[config.mk]
export PLATFORM = sky130hd
export DESIGN_NAME = audio_tone_gen
export DESIGN_NICKNAME = d
export VERILOG_FILES = /design/src/rtl/audio_tone_gen.sv
export SDC_FILE = /design/constraint.sdc
export NUM_CORES = 1
export LEC_CHECK = 0
export CELL_PAD_IN_SITES_DETAIL_PLACEMENT = 0
export CELL_PAD_IN_SITES_GLOBAL_PLACEMENT = 1
export CORE_MARGIN = 4
export CORE_UTILIZATION = 40
export DETAILED_ROUTE_END_ITERATION = 10
export GPL_ROUTABILITY_DRIVEN = 1
export PLACE_DENSITY_LB_ADDON = 0.3
export SYNTH_ARGS = -nofsm -noshare
export SYNTH_HDL_FRONTEND = slang
export SYNTH_SLANG_ARGS = --single-unit
[constraint.sdc]
create_clock -name i_clk -period 2.3 [get_ports i_clk]
set_input_delay 0.46 -clock i_clk [delete_from_list [all_inputs] [get_ports i_clk]]
set_output_delay 0.46 -clock i_clk [all_outputs]
set_load 0.02 [all_outputs]
[src/rtl/audio_tone_gen.sv]
// Stereo test-tone source: one L/R sample per i_sample_req, PRIME unrequested samples after reset; AUDIO_TONE_VOLUME_EN enables volume shift.
// Latency 4 cycles request->o_data_valid; no backpressure, requests while busy or priming are dropped and latch o_overrun.
module audio_tone_gen #(
  parameter int DATA_BIT  = 16,
  parameter int PHASE_BIT = 24,
  parameter int PRIME     = 4
) (
  input  logic                 i_clk,
  input  logic                 i_reset_n,
  input  logic                 i_enable,
  input  logic [PHASE_BIT-1:0] i_tune_l,
  input  logic [PHASE_BIT-1:0] i_tune_r,
  input  logic [1:0]           i_wave_sel,
  input  logic [3:0]           i_volume,
  input  logic                 i_sample_req,
  output logic [DATA_BIT-1:0]  o_audio_l,
  output logic [DATA_BIT-1:0]  o_audio_r,
  output logic                 o_data_valid,
  output logic                 o_overrun
);

  typedef enum logic [2:0] {IDLE, PHASE, SHAPE, SCALE, OUT} state_t;

  state_t                state;
  logic [PHASE_BIT-1:0]  acc_l, acc_r;
  logic [3:0]            prime_cnt;
  logic                  en_q;
  logic [1:0]            wave_q;
  logic [DATA_BIT-1:0]   p_l, p_r;
  logic [DATA_BIT-1:0]   s_l, s_r;

`ifdef AUDIO_TONE_VOLUME_EN
  logic [3:0]            vol_q;
`else
  logic                  unused_volume;
  assign unused_volume = ^i_volume;
`endif

  function automatic logic [DATA_BIT-1:0] shape(input logic [DATA_BIT-1:0] p,
                                                input logic [1:0]          wave,
                                                input logic                en);
    logic                m;
    logic [DATA_BIT-2:0] f;
    logic [DATA_BIT-1:0] r;
    m = p[DATA_BIT-1];
    f = m ? ~p[DATA_BIT-2:0] : p[DATA_BIT-2:0];
    r = '0;
    if (en) begin
      case (wave)
        2'd0:    r = m ? {1'b1, {(DATA_BIT-2){1'b0}}, 1'b1} : {1'b0, {(DATA_BIT-1){1'b1}}};
        2'd1:    r = {~m, p[DATA_BIT-2:0]};
        // Folded ramp doubled to full scale, then offset-binary to two's complement.
        2'd2:    r = {~f[DATA_BIT-2], f[DATA_BIT-3:0], 1'b0};
        default: r = '0;
      endcase
    end
    return r;
  endfunction

  always_ff @(posedge i_clk or negedge i_reset_n) begin
    if (!i_reset_n) begin
      state        <= IDLE;
      acc_l        <= '0;
      acc_r        <= '0;
      prime_cnt    <= 4'(PRIME);
      en_q         <= 1'b0;
      wave_q       <= 2'd0;
      p_l          <= '0;
      p_r          <= '0;
      s_l          <= '0;
      s_r          <= '0;
`ifdef AUDIO_TONE_VOLUME_EN
      vol_q        <= 4'd0;
`endif
      o_audio_l    <= '0;
      o_audio_r    <= '0;
      o_data_valid <= 1'b0;
      o_overrun    <= 1'b0;
    end else begin
      o_data_valid <= 1'b0;
      // Requests are never queued: busy or still priming means the request is lost.
      if (i_sample_req && (state != IDLE || prime_cnt != 4'd0))
        o_overrun <= 1'b1;

      case (state)
        IDLE: begin
          if (i_sample_req || prime_cnt != 4'd0)
            state <= PHASE;
        end
        PHASE: begin
          en_q   <= i_enable;
          wave_q <= i_wave_sel;
`ifdef AUDIO_TONE_VOLUME_EN
          vol_q  <= i_volume;
`endif
          p_l    <= acc_l[PHASE_BIT-1 -: DATA_BIT];
          p_r    <= acc_r[PHASE_BIT-1 -: DATA_BIT];
          if (i_enable) begin
            acc_l <= acc_l + i_tune_l;
            acc_r <= acc_r + i_tune_r;
          end
          state  <= SHAPE;
        end
        SHAPE: begin
          s_l   <= shape(p_l, wave_q, en_q);
          s_r   <= shape(p_r, wave_q, en_q);
          state <= SCALE;
        end
        SCALE: begin
`ifdef AUDIO_TONE_VOLUME_EN
          o_audio_l <= $signed(s_l) >>> vol_q;
          o_audio_r <= $signed(s_r) >>> vol_q;
`else
          o_audio_l <= s_l;
          o_audio_r <= s_r;
`endif
          o_data_valid <= 1'b1;
          state        <= OUT;
        end
        OUT: begin
          if (prime_cnt != 4'd0)
            prime_cnt <= prime_cnt - 4'd1;
          state <= IDLE;
        end
        default: state <= IDLE;
      endcase
    end
  end

endmodule

==> metrics.md, run 1 <==
| Metric | Value |
|---|---|
| Boundary pin count | between 90 and 100 |
| Syn-to-layout area delta | 33.8% |
| Diode count | 0 |
| Final setup fails | 3 |
| Actual transition at the worst max-transition pin | 0.926 ns |
| Critical register-to-register path startpoint | acc_l[0]$_DFFE_PN0P_ |
| Syn. warnings | 0 |
| DRC | 0 |
| Failing checks | negative hold slack, negative setup slack |
| Outcome | finished with violations |
| Cell area after synthesis | 8910 um2 |
| Final clock skew | 0.0132 ns |
| Worst hold path type | in2async |
| Post-synthesis sequential element count | ~160 |
| Leak Pwr | 0.00553 uW |
| Destination of the critical timing path | acc_l[16]$_DFFE_PN0P_ |
| Num CTS Buffers | 17 |
| GRT Total Usage | 17.8% |
| Post-route fraction of the period consumed by the critical path | 105% |
| Hold-fix buffers at CTS | 0 |
| Core outline area | 21900 um2 |
| Critical path data arrival time | about 2.7 ns |
| Average size of a mapped cell | ~9.3 um2 |
| Grt total ovfl | 0 |
| Final layout net count | approximately 1300 |
| Max IR drop VDD | 0.679 mV |
| Initial drt markers | between 300 and 400 |
| R2R Path End | acc_l[16]$_DFFE_PN0P_ |
| CP startpoint kind | flop |
| Maximum fanout along the worst path | 3 |
| Die Outline Area | between 20000 and 25000 um2 |
| Number of clock sinks | 156 |
| Net count of the mapped netlist | 1063 |
| Final Routed Wirelength | 21.6 mm |
| Half-perimeter wire length of the detailed placement result | roughly 16 mm |
| Detail Route Antenna Nets | 0 |
| Req. time, crit path | 2.61 ns |
| Largest net degree at the start of global routing | 64 |
| Type of the worst setup path | reg2reg |
| Die height | 157 um |
| Count of different cell masters after synthesis | 60 |
| Ratio of cells with drive above 1 in the final layout | 23.6% |
| Antenna violations before repair | 0 |
| Total chip power | 16800 uW |
| Number of endpoints with negative hold slack in the final report | 1 |
| Post-route worst setup slack | -0.110 ns |
| Count of max-cap constraint violations | 0 |
| TritonCTS clock tree | yes |
| First-pass GRT wire length | 35.9 mm |
| Weighted congestion at the end of routability-driven global placement | 0.875 |
| Type of destination of the critical path | flop |
| Number of enable flip-flop cells after synthesis | 0 |
| Worst slew margin relative to its limit | 38.0% |
| Post-layout minimum cycle time | 2.41 ns |
| Via Count | 7358 |
| Worst Setup SP | acc_l[0]$_DFFE_PN0P_ |
| Mean routed wirelength per cell | 15.0 um |
| Fmax achieved | about 410 MHz |
| Synthesized instance count | approximately 960 |
| Fraction of registers with async set or reset after synthesis | 100% |
| Clock network latency to the later pin of the worst-skew pair | 0.43 ns |
| Number of global-route vias before repair | 7205 |
| Max H-tree Level | 4 |
| Worst hold-check slack | -0.00121 ns |
| Clock root buffer master | sky130_fd_sc_hd__clkbuf_16 |
| P per Cell Area | 1410 nW/um2 |
| Fill cell instance count of the final layout | 1999 |
| Unrepaired setup endpoints after global routing | yes |
| Number of buffers added on ports | 87 |
| Clock transition at the register clock pins on the worst setup and hold paths after CTS | ~0.070 ns |
| Reg2Reg Depth | 9 |
| Share of the yosys chip area belonging to registers | 43.8% |
| Largest buffer count on any clock path | 2 |
| Via/cell ratio | between 5 and 6 |
| Most instantiated flip-flop cell in the synthesis netlist | sky130_fd_sc_hd__dfrtp_1 |
| Setup Slack @ Placement | -0.684 ns |
| Effective utilization at floorplan | 40.7% |
| Number of standard-cell rows in the floorplan | between 50 and 60 |
| Max Transition Viols Final | 0 |
| Worst reg-to-reg setup slack | -0.11 ns |
| Width of the chip | 157 um |
| Iteration count of the initial detailed-routing pass | 4 |
[metrics by stage]
stage               hold WS, ns  setup TNS, ns  std cells  cell area (um2)  util (%)
floorplan                 0.164         -0.127        955             8930         -
global placement          0.437         -12.89       1401            11000      50.3
detailed placement        0.462         -13.73       1401            11000      50.3
CTS                     0.00714         -0.536       1439            11700      53.5
global route             0.0280          -1.62       1445            11900      54.4
finish                 -0.00121         -0.219       1445            11900      54.4
[Yosys cell counts, drive strengths merged (3+ instances only)]
library cell	count	area (um2)
xnor2	33	289
buf	14	62.6
nand2b	19	119
and2	4	25.0
ha	48	601
o22ai	16	100
mux2	46	518
nor4	4	25.0
nand3	18	90.1
or3	3	25.0
xor2	21	184
a21oi	65	333
nand4	11	68.8
nor2	29	109
clkbuf	41	154
nand2	210	788
mux2i	4	40.0
o21a	6	47.6
o211ai	3	22.5
o21bai	10	75.1
nor3	6	30.0
inv	14	52.6
or4	4	30.0
a22o	28	245
a21o	18	135
nor2b	7	43.8
o21ai	74	374
dfrtp	155	3880
a31oi	5	37.5
a41oi	4	35.0
a211oi	5	37.5
and3	4	25.0
o31ai	7	71.3
[kinds of logic after synthesis]
group / after synthesis / synth area share (%)
multiplexers: 50 / 6.26
adder cells (fa/ha/maj): 50 / 7.19
flip-flops: 156 / 43.8
AO/OA/AOI/OAI: 254 / 18.6
buffers and inverters: 69 / 3.02
XOR/XNOR: 54 / 5.31
AND/OR/NAND/NOR: 322 / 15.8
[critical path, cell delays in order, from the launching register on]
cell and delay, ns:
sky130_fd_sc_hd__dfrtp_1 0.41, sky130_fd_sc_hd__ha_4 0.18, sky130_fd_sc_hd__fa_2 0.36, sky130_fd_sc_hd__a21oi_4 0.16, sky130_fd_sc_hd__o21ai_2 0.08, sky130_fd_sc_hd__a311o_1 0.30, sky130_fd_sc_hd__a221o_1 0.34, sky130_fd_sc_hd__a31oi_1 0.23
sky130_fd_sc_hd__xor2_1 0.17, sky130_fd_sc_hd__o21ai_1 0.07
[report_power, final]
part	internal, uW	total, uW	switching (uW)	leakage (uW)
sequential	3810	4750	948	0.00202
combinational	4700	9310	4600	0.00324
clock	1530	2780	1250	0.000274
[metal layers]
layer  vias up  routed length [um]  global-route usage, %
li1       3792                   -                      -
met1      3440               11000                   26.1
met2       111                9610                   27.5
met3        15                 853                   3.13
met4         0                 174                   4.34
met5         -                   0                      0
[cell type report]
| cell class | count | area (um2) | area share [%] |
|---|---|---|---|
| multi-input combinational | 730 | 5000 | 42.0 |
| sequential | 156 | 3910 | 32.8 |
| timing repair buffer | 234 | 2030 | 17.1 |
| clock buffer | 17 | 425 | 3.57 |
| tap | 280 | 350 | 2.94 |
| clock inverter | 14 | 148 | 1.24 |
| inverter | 14 | 52.6 | 0.441 |
[how the worst min path moves through the flow]
stage                                           to  slack [ns]                startpoint  cells after the start
after floorplan               acc_l[0]$_DFFE_PN0P_        0.16                 i_reset_n                      0
after global placement       o_overrun$_DFFE_PN0P_        0.44     o_overrun$_DFFE_PN0P_                      1
after detailed placement  o_audio_l[1]$_DFFE_PN0P_        0.46  o_audio_l[1]$_DFFE_PN0P_                      2
after CTS                       s_l[6]$_DFFE_PN0P_       0.007                 i_reset_n                      1
after global routing            s_l[6]$_DFFE_PN0P_        0.03                 i_reset_n                      1
final                           s_l[6]$_DFFE_PN0P_      -0.001                 i_reset_n                      1
[flip-flops by register name, indices dropped and copies added (netlist names), 2 cells and up]
signal and cells:
acc_l 24, wave_q 2, s_l 16, p_l 16
o_audio_r 16, state 3, acc_r 24, p_r 16
s_r 16, o_audio_l 16, prime_cnt 4
[cells in the final DEF (no fill, tap or decap), types with 5 or more instances in the layout]
cell type,n
sky130_fd_sc_hd__a21o_1,18
sky130_fd_sc_hd__a21oi_1,57
sky130_fd_sc_hd__a21oi_2,5
sky130_fd_sc_hd__a22o_1,28
sky130_fd_sc_hd__buf_4,140
sky130_fd_sc_hd__clkbuf_16,17
sky130_fd_sc_hd__clkdlybuf4s50_1,79
sky130_fd_sc_hd__dfrtp_1,155
sky130_fd_sc_hd__dlygate4sd2_1,6
sky130_fd_sc_hd__ha_1,40
sky130_fd_sc_hd__ha_4,6
sky130_fd_sc_hd__inv_1,14
sky130_fd_sc_hd__inv_6,6
sky130_fd_sc_hd__mux2_2,46
sky130_fd_sc_hd__nand2_1,209
sky130_fd_sc_hd__nand2b_1,19
sky130_fd_sc_hd__nand3_1,18
sky130_fd_sc_hd__nand4_1,11
sky130_fd_sc_hd__nor2_1,25
sky130_fd_sc_hd__nor2b_1,7
sky130_fd_sc_hd__nor3_1,6
sky130_fd_sc_hd__o21ai_0,52
sky130_fd_sc_hd__o21ai_1,17
sky130_fd_sc_hd__o21bai_1,10
sky130_fd_sc_hd__o22ai_1,16
sky130_fd_sc_hd__o31ai_1,5
sky130_fd_sc_hd__xnor2_1,32
sky130_fd_sc_hd__xor2_1,21
[timing repair]
action | in CTS | in global routing
setup endpoints to repair | 14 | 24
setup buffers | 7 | 7
gates resized for setup | 23 | 29
endpoints found under the hold margin | 0 | 0
pin swaps | 25 | 31
Power figures use the tool's default switching activity.
==> inputs of run 2 (changes only) <==
- CELL_PAD_IN_SITES_DETAIL_PLACEMENT: 0 -> default
- CELL_PAD_IN_SITES_GLOBAL_PLACEMENT: 1 -> default
- CORE_UTILIZATION: 40 -> 54
- CTS_BUF_LIST: default -> sky130_fd_sc_hd__clkbuf_4 sky130_fd_sc_hd__clkbuf_8
==> run 2 against run 1 <==
Against the previous run:
- maximum frequency up 0.13%
- register-to-register slack is essentially flat
- critical path depth stayed put
- sequential power barely moved
- the flow finishes with violations (negative setup slack)
- first-iteration DRC count up 45%
- global-route usage up 5.4 points
- combinational power up 0.4%
- sequential cell count did not move
- clock skew up 0.00090 ns
- critical path type unchanged
==> metrics.md, run 2 (synthesis results as in run 1) <==
| Metric | Value |
|---|---|
| Outcome | finished with violations |
| Failing checks | negative setup slack |
| P per Cell Area | 1400 nW/um2 (-1.3%) |
| CP startpoint kind | flop |
| Initial drt markers | 512 (+45%) |
| GRT Total Usage | 23.2% (+5.4 points) |
| Final setup fails | 3 (unchanged) |
| Boundary pin count | 92 (unchanged) |
| Syn-to-layout area delta | 30.4% |
| Biggest regs | acc_l x24, acc_r x24 |
| Effective utilization at floorplan | 55.7% (+15 points) |
| Req. time, crit path | 2.63 ns (+0.02 ns) |
| Maximum fanout along the worst path | 3 (unchanged) |
| Final Routed Wirelength | 21.1 mm (-2.4%) |
| Post-layout minimum cycle time | 2.41 ns (-0.00312 ns) |
| Largest net degree at the start of global routing | 57 (-11%) |
| Critical path's top delay family | compound AO/OA/AOI/OAI gates |
| Via Count | 7612 (+3.5%) |
| Max Transition Viols Final | 0 (unchanged) |
| Leak Pwr | 0.00538 uW (-2.6%) |
| Slowest cell on the critical path | sky130_fd_sc_hd__dfrtp_1 |
| Max IR drop VDD | 0.713 mV (+5.0%) |
| Most common cell after layout, fill and taps aside | sky130_fd_sc_hd__nand2_1 |
| Commonest cells after routing, fill and taps aside | sky130_fd_sc_hd__nand2_1 (208), sky130_fd_sc_hd__dfrtp_1 (154), sky130_fd_sc_hd__buf_4 (129) |
| Final total negative setup slack | -0.262 ns (-0.0433 ns) |
| Number of standard-cell rows in the floorplan | 46 (-15%) |
| Fill cell instance count of the final layout | 1248 (-38%) |
| Iteration count of the initial detailed-routing pass | 6 (+2) |
| Number of buffers added on ports | 87 (unchanged) |
| Total chip power | 16200 uW (-3.8%) |
| Setup Slack @ Placement | -0.672 ns (+0.0126 ns) |
| Core outline area | 16000 um2 (-27%) |
| Antenna violations before repair | 0 (unchanged) |
| Worst slew margin relative to its limit | 42.0% (+3.9 points) |
| Clock transition at the register clock pins on the worst setup and hold paths after CTS | 0.08 ns (about the same) |
| Largest buffer count on any clock path | 2 (unchanged) |
| Clock network latency to the later pin of the worst-skew pair | 0.46 ns (+0.03 ns) |
| Via/cell ratio | 5.56 (+9.1%) |
| TritonCTS clock tree | yes |
| Post-route fraction of the period consumed by the critical path | 105% (-0.14 points) |
| Clock root buffer master | sky130_fd_sc_hd__clkbuf_8 |
| CP Cell Sequence | ha_4 -> fa_2 -> a21oi_4 -> o21ai_4 -> a311o_1 -> a221o_1 -> nand4_1 -> mux2i_1 -> nand3_1 |
| Width of the chip | 136 um (-13%) |
| Worst hold-check slack | 0.371 ns (+0.372 ns) |
| Final layout net count | 1249 (-0.95%) |
| Num CTS Buffers | 17 (unchanged) |
| Fmax achieved | 415 MHz (+0.13%) |
| Mean routed wirelength per cell | 15.4 um (+2.9%) |
| Unrepaired setup endpoints after global routing | yes |
| Half-perimeter wire length of the detailed placement result | 15.1 mm (-5.3%) |
| Detail Route Antenna Nets | 0 (unchanged) |
| Number of global-route vias before repair | 7364 (+2.2%) |
| Grt total ovfl | 0 (unchanged) |
| Diode count | 0 (unchanged) |
| DRC | 0 (unchanged) |
| Max H-tree Level | 4 (unchanged) |
| Die Outline Area | 18600 um2 (-25%) |
| Final std cells w/o fill | 1370 (-5.2%) |
| Weighted congestion at the end of routability-driven global placement | 0.900 (+2.8%) |
| Number of clock sinks | 156 (unchanged) |
| Critical path buffer and inverter count | 0 (unchanged) |
| Final clock skew | 0.0142 ns (+0.000903 ns) |
| Actual transition at the worst max-transition pin | 0.867 ns (-0.0588 ns) |
| Critical path data arrival time | 2.74 ns (+0.02 ns) |
| Type of the worst setup path | reg2reg |
| Die height | 136 um (-13%) |
| Placed cells | 1326 (-5.4%) |
| First-pass GRT wire length | 35.0 mm (-2.7%) |
| Worst hold path type | in2reg |
| Worst stage delay on the critical path | 0.41 ns (about the same) |
| Post-route worst setup slack | -0.107 ns (+0.00312 ns) |
| Type of destination of the critical path | flop |
| Count of max-cap constraint violations | 0 (unchanged) |
| Number of endpoints with negative hold slack in the final report | 0 (-1) |
| Ratio of cells with drive above 1 in the final layout | 23.5% (-0.12 points) |
[run 2: final timing paths]
path                                  startpoint                  endpoint  slack (ns)  cells after the start
hold reg to reg            o_overrun$_DFFE_PN0P_     o_overrun$_DFFE_PN0P_        0.46                      1
setup reg to reg            acc_l[0]$_DFFE_PN0P_     acc_l[20]$_DFFE_PN0P_       -0.11                      9
hold / removal                       i_tune_r[0]      acc_r[0]$_DFFE_PN0P_        0.37                      4
max in group asynchronous              i_reset_n      state[2]$_DFFE_PN0P_        1.14                      3
setup / recovery            acc_l[0]$_DFFE_PN0P_     acc_l[20]$_DFFE_PN0P_       -0.11                      9
min in group asynchronous              i_reset_n  o_audio_l[7]$_DFFE_PN0P_        0.50                      2
[run 2: repair_timing]
action / in CTS / in global routing
setup buffers: 4 / 8
gates resized for setup: 18 / 40
hold endpoints to repair: 45 / 0
pin swaps: 16 / 36
endpoints found under the setup margin: 12 / 20
hold buffers: 1 / 0
[run 2: per-stage QoR]
stage | area, um2 | util (%)
CTS | 11300 | 70.9
finish | 11600 | 72.6
floorplan | 8930 | -
detailed placement | 10800 | 67.6
global placement | 10800 | 67.6
global route | 11600 | 72.6
[run 2: per-layer routing]
metal	wire length (um)	GRT usage [%]	share of wire, %	up-vias
met2	10000	37.1	47	197
met1	9820	32.3	47	3623
met5	0	0	0	-
met4	320	6.27	1.5	0
li1	-	-	-	3754
met3	971	4.85	4.6	38
[run 2: cell type report]
cell class,count,area [um2],area share (%)
well taps,216,270,2.33
multi-input cells,730,5060,43.5
flip-flops and latches,156,3910,33.6
inverters,14,52.6,0.452
clock buffers,18,248,2.13
clock inverters,14,159,1.37
repair buffers,222,1920,16.5
[run 2: power breakdown]
part | total, uW | leakage [uW] | switching, uW | internal, uW
clock | 2090 | 0.000201 | 1080 | 1010
combinational | 9350 | 0.00317 | 4670 | 4680
sequential | 4760 | 0.00202 | 961 | 3800
total | 16200 | 0.00538 | 6710 | 9490
[run 2: tightest hold or removal path, delay by kind of cell]
| kind | cells | cell delay, ns |
|---|---|---|
| buffers and inverters | 1 | 0.12 |
| and+or+nand+nor | 2 | 0.09 |
| adders and majority gates | 1 | 0.13 |
